$ cat src/rtl/cpc_ram_mapper_gen2.sv
// cpc_ram_mapper_gen2: DK'Tronics-compatible RAM bank mapper with Z80 memory-cycle tracking,
// optional 464 A15/RD* overdrive requests and optional config readback.
module cpc_ram_mapper_gen2 #(
    parameter int PORT_BITS = 0,
    parameter int OVERDRIVE = 0,
    parameter int READBACK  = 0
) (
    input  logic                 clk,
    input  logic                 reset,
    input  logic                 iorq_b,
    input  logic                 mreq_b,
    input  logic                 rfsh_b,
    input  logic                 m1_b,
    input  logic                 wr_b,
    input  logic                 rd_b,
    input  logic                 ramrd_b,
    input  logic [7:0]           adr_hi,
    input  logic                 adr14,
    input  logic [7:0]           data,
    output logic [PORT_BITS+4:0] ramadr,
    output logic                 ramcs_b,
    output logic                 ramoe_b,
    output logic                 ramwe_b,
    output logic                 ramdis,
    output logic                 a15_ovd,
    output logic                 rd_ovd,
    output logic [7:0]           dout,
    output logic                 dout_oe
);
    localparam logic [7:0] NPORTS = 8'(1 << PORT_BITS);
    localparam logic [1:0] PB     = 2'(PORT_BITS);
    localparam int         SW     = (PORT_BITS > 0) ? PORT_BITS : 1;

    typedef enum logic [1:0] {IDLE, MRD, MWR, TAIL} state_t;
    state_t state, state_nx;

    logic       cardsel_q, mode3_q, a15_lat, hit_lat;
    logic [2:0] bank_q, block_q;
    logic [7:0] off;
    logic       in_range, wr_dec, mwr_start, a15, raw_hit, hit;
    logic [1:0] raw_blk, blk;

    assign off       = 8'h7F - adr_hi;
    assign in_range  = !adr_hi[7] && (off < NPORTS);
    assign wr_dec    = !iorq_b && !wr_b && !adr_hi[7] && (data[7:6] == 2'b11);
    assign mwr_start = (state == IDLE) && !mreq_b && rfsh_b && rd_b && m1_b;
    // In IDLE the live A15 is used so an overdriven A15 maps within the same clock.
    assign a15       = (state == IDLE) ? adr_hi[7] : a15_lat;

    always_comb begin
        raw_hit = 1'b0;
        raw_blk = 2'b11;
        if (block_q[2]) begin
            raw_hit = !adr_hi[7] && adr14;
            raw_blk = block_q[1:0];
        end else if (block_q[1:0] == 2'b01) begin
            raw_hit = adr_hi[7] && adr14;
        end else if (block_q[1:0] == 2'b10) begin
            raw_hit = 1'b1;
            raw_blk = {adr_hi[7], adr14};
        end else if (block_q[1:0] == 2'b11) begin
            raw_hit = a15 && adr14;
        end
    end

    assign hit = cardsel_q && raw_hit;
    assign blk = hit ? raw_blk : 2'b00;

    always_comb begin
        state_nx = state;
        case (state)
            IDLE:    if (!mreq_b && rfsh_b) state_nx = (rd_b && m1_b) ? MWR : MRD;
            MRD:     if (mreq_b) state_nx = IDLE;
            MWR:     if (mreq_b) state_nx = TAIL;
            default: state_nx = IDLE;
        endcase
    end

    always_ff @(posedge clk or posedge reset) begin
        if (reset) begin
            state   <= IDLE;
            a15_lat <= 1'b0;
            hit_lat <= 1'b0;
        end else begin
            state <= state_nx;
            if (state == IDLE && state_nx != IDLE) begin
                a15_lat <= adr_hi[7];
                hit_lat <= hit;
            end
        end
    end

    always_ff @(posedge clk or posedge reset) begin
        if (reset) begin
            cardsel_q <= 1'b0;
            mode3_q   <= 1'b0;
            bank_q    <= 3'b000;
            block_q   <= 3'b000;
        end else if (wr_dec) begin
            cardsel_q <= in_range;
            if (in_range) begin
                {bank_q, block_q} <= data[5:0];
                mode3_q           <= (data[2:0] == 3'b011);
            end
        end
    end

    if (PORT_BITS > 0) begin : g_slice
        logic [SW-1:0] slice_q;
        always_ff @(posedge clk or posedge reset) begin
            if (reset) slice_q <= '0;
            else if (wr_dec && in_range) slice_q <= off[SW-1:0];
        end
        assign ramadr = {slice_q, bank_q, blk};
    end else begin : g_noslice
        assign ramadr = {bank_q, blk};
    end

    assign ramcs_b = !hit || mreq_b || !rfsh_b;
    assign ramoe_b = ramrd_b;
    assign ramwe_b = wr_b;
    assign ramdis  = hit && cardsel_q;
    assign a15_ovd = (OVERDRIVE != 0) && cardsel_q && mode3_q && adr14 && rfsh_b && !mreq_b;
    assign rd_ovd  = (OVERDRIVE != 0) &&
                     ((mwr_start && hit) || ((state == MWR || state == TAIL) && hit_lat));
    assign dout_oe = (READBACK != 0) && !iorq_b && !rd_b && in_range;
    assign dout    = dout_oe ? {PB, bank_q, block_q} : 8'h00;
endmodule
$ cat config.mk
export PLATFORM = sky130hd
export DESIGN_NAME = cpc_ram_mapper_gen2
export DESIGN_NICKNAME = d
export VERILOG_FILES = /design/src/rtl/cpc_ram_mapper_gen2.sv
export SDC_FILE = /design/constraint.sdc
export NUM_CORES = 1
export LEC_CHECK = 0
export ABC_AREA = 1
export BUFFER_PORTS_ARGS = -buffer_cell sky130_fd_sc_hd__buf_2
export CAP_MARGIN = 20
export CORE_UTILIZATION = 40
export CTS_CLUSTER_DIAMETER = 200
export CTS_CLUSTER_SIZE = 40
export DETAILED_ROUTE_END_ITERATION = 6
export PLACE_DENSITY = 0.78
export SETUP_SLACK_MARGIN = 0.5
export SLEW_MARGIN = 10
export SYNTH_ARGS = -nofsm -noshare
export SYNTH_HDL_FRONTEND = slang
export SYNTH_SLANG_ARGS = --single-unit
$ cat constraint.sdc
create_clock -name clk -period 2.8 [get_ports clk]
set_input_delay 0.56 -clock clk [delete_from_list [all_inputs] [get_ports clk]]
set_output_delay 0.56 -clock clk [all_outputs]
set_load 0.05 [all_outputs]
==> results.toml <==
[routing]
first_pass_iters = 4
drtIter0Drc = 16
postRouteAntennaNets = 0
viasPerCell = 4.45
finalWirelength_mm = 1.23
drcViolationCount = 0
wl_per_cell_um = 8.72
vias = 627

[die]
initial_core_util = 0.438
core.rowCount = 14
die_area_sq_mm = 0.00185
boundaryPins = 46
core_sq_mm = 0.00154
die_height_um = 43.1
die_w_um = 43.1

[power_and_ir_drop]
seq_power_share = 0.422
finalPower_uw = 415
power.switching_uw = 139
pwr-share-clk = 0.301
p_leak_nw = 0.523
switching_share = 0.334
combPwrFrac = 0.277
p_per_area_mw_per_mm2 = 500
p_int_uw = 277
peakVddDrop_mv = 0.440

[global_routing]
overflow = 0
grt-busiest-layer = "met2"
antenna_found_initial = 0
track_usage = 0.147
first_global_vias = 546
met2_usage = 0.261
grt_pass1_wl_mm = 2.09
use_met3 = 0.0511
grt_max_degree = 11
grt_util_met1 = 0.177

[timing]
period_share = 0.754
fin_skew_ns = 0.0000376
slew_viol_final = 0
tightest_slew_ns = 0.518
fmax_mhz = 474
finalSetupTns_ns = 0
fin_crit_ns = 2.11
hold_viol_final = 0
slew_headroom = 0.652
setup_violations = 0
rsz0062_at_grt = "false"

[yosys]
synth-seq-area-share = 0.371
yosys_warnings = 0
synthTopCellsByArea = "dfrtp_1 37%, buf_4 14%, nand2_1 13%, nand3_1 7.4%, inv_1 7.2%"
syn_avg_cell_area_sq_um = 7.33
yosys.area.top_type = "dfrtp_1"
synth_seq_cells = 10
netlist_area_sq_um = 674
synth_top_cell_area_share = 0.371
synth_cell_types = 16
syn_inst = 92

[finish]
nets = 152
drive_gt1_frac = 0.320
n_antenna_cell = 0
syn_to_final_growth_pct = 23.2

[outcome]
status = "finished, final reports clean"

[hold_path]
hold_class = "primary input to asynchronous set/reset pin"

[cts]
cts_buffers = 3
cts_htree_levels = 1
cts_setup_buffers = 0
cts.sinks = 10
path_clk_slew_ns = 0.06
cts_hold_buf = 0
root_buffer = "clkbuf_4"
cts_resized = 0
clockBufferDepth = 2
worstSkewPairLatency_ns = 0.26
cts_tree = "built"

[setup_path]
start_kind = "flip-flop"
worstPathMaxFanout = 4
critPathCaptureType = "output pin"
crit_type = "flip-flop to output pin"
crit_arrival_ns = 1.55
critPathRequiredTime_ns = 2.24

[placed_design]
io_buffers = 32
gp_congestion = 0.827
dpl.hpwl_mm = 1.03

[flow_run]
max-cap-violations = 0
cells by family (layout without fill, tap and decap cells):
group | after synthesis | count (layout) | synth area share
simple gates | 47 | 47 | 0.341
buf+inv | 26 | 49 | 0.217
flops | 10 | 10 | 0.371
compound gates | 8 | 8 | 0.0649
other cells | 1 | 11 | 0.00556
cells in the final DEF (no fill, tap or decap), drive strengths merged:
master  instances
o21ai           3
conb           11
nor4            1
a21oi           3
o22ai           1
a211oi          1
inv            13
clkbuf          4
nor2            8
nand4           3
dfrtp          10
nand3          10
buf            32
nand2          25
through the flow:
stage	hold WS [ns]	std cells	util	area [sq um]	worst slack, ns
CTS	0.262	141	0.539	831	0.680
floorplan	0.400	102	-	712	0.614
global placement	0.455	137	0.515	795	0.756
detailed placement	0.462	137	0.515	795	0.718
global route	0.283	141	0.539	831	0.508
finish	0.255	141	0.539	831	0.690
layout make-up:
| cell class | count | area (sq um) |
|---|---|---|
| Fill cell | 158 | 711 |
| Multi-Input combinational cell | 66 | 315 |
| Sequential cell | 10 | 250 |
| Timing Repair Buffer | 32 | 160 |
| Inverter | 13 | 48.8 |
| Clock buffer | 4 | 36.3 |
| Tap cell | 16 | 20.0 |
registers in the layout (all words and copies together) (netlist names):
| name | cells |
|---|---|
| bank_q | 3 |
| block_q | 3 |
| state | 2 |
| a15_lat | 1 |
| cardsel_q | 1 |
worst max-delay path, stage by stage, from the launching register on:
cell	delay, ns
dfrtp_1	0.38
inv_1	0.10
nand2_1	0.08
nand2_1	0.07
nand3_1	0.06
nand2_1	0.06
nand2_1	0.05
nand2_1	0.07
nand2_1	0.08
nor2_1	0.08
buf_2	0.26
power groups by stage:
stage	registers, mW	logic [mW]	clock network [mW]
floorplan	0.177	0.101	0
global placement	0.177	0.114	0
detailed placement	0.178	0.116	0
CTS	0.175	0.116	0.130
global route	0.178	0.128	0.137
finish	0.175	0.115	0.125
Yosys cell counts (all sizes together):
cell,n
a211oi,1
o21ai,3
nand4,3
buf,13
nor4,1
dfrtp,10
conb,1
a21oi,3
inv,13
nor2,8
o22ai,1
nand2,25
nand3,10
final timing paths:
kind / start / endpoint / slack [ns] / cells after the start
setup / recovery: state[1] / ramadr[1] / 0.69 / 10
hold / removal: reset / state[0] / 0.25 / 2
setup reg to reg: state[1] / state[0] / 1.93 / 4
hold reg to reg: state[0] / state[1] / 0.47 / 1
max in group asynchronous: reset / bank_q[2] / 2.28 / 2
min in group clk: state[0] / state[1] / 0.47 / 1
per-layer routing:
metal | vias to the layer above | wire (um)
li1 | 334 | -
met1 | 268 | 563
met2 | 25 | 574
met3 | 0 | 91
met4 | 0 | 0
met5 | - | 0
Note: power is estimated with default switching activity, not from simulation.
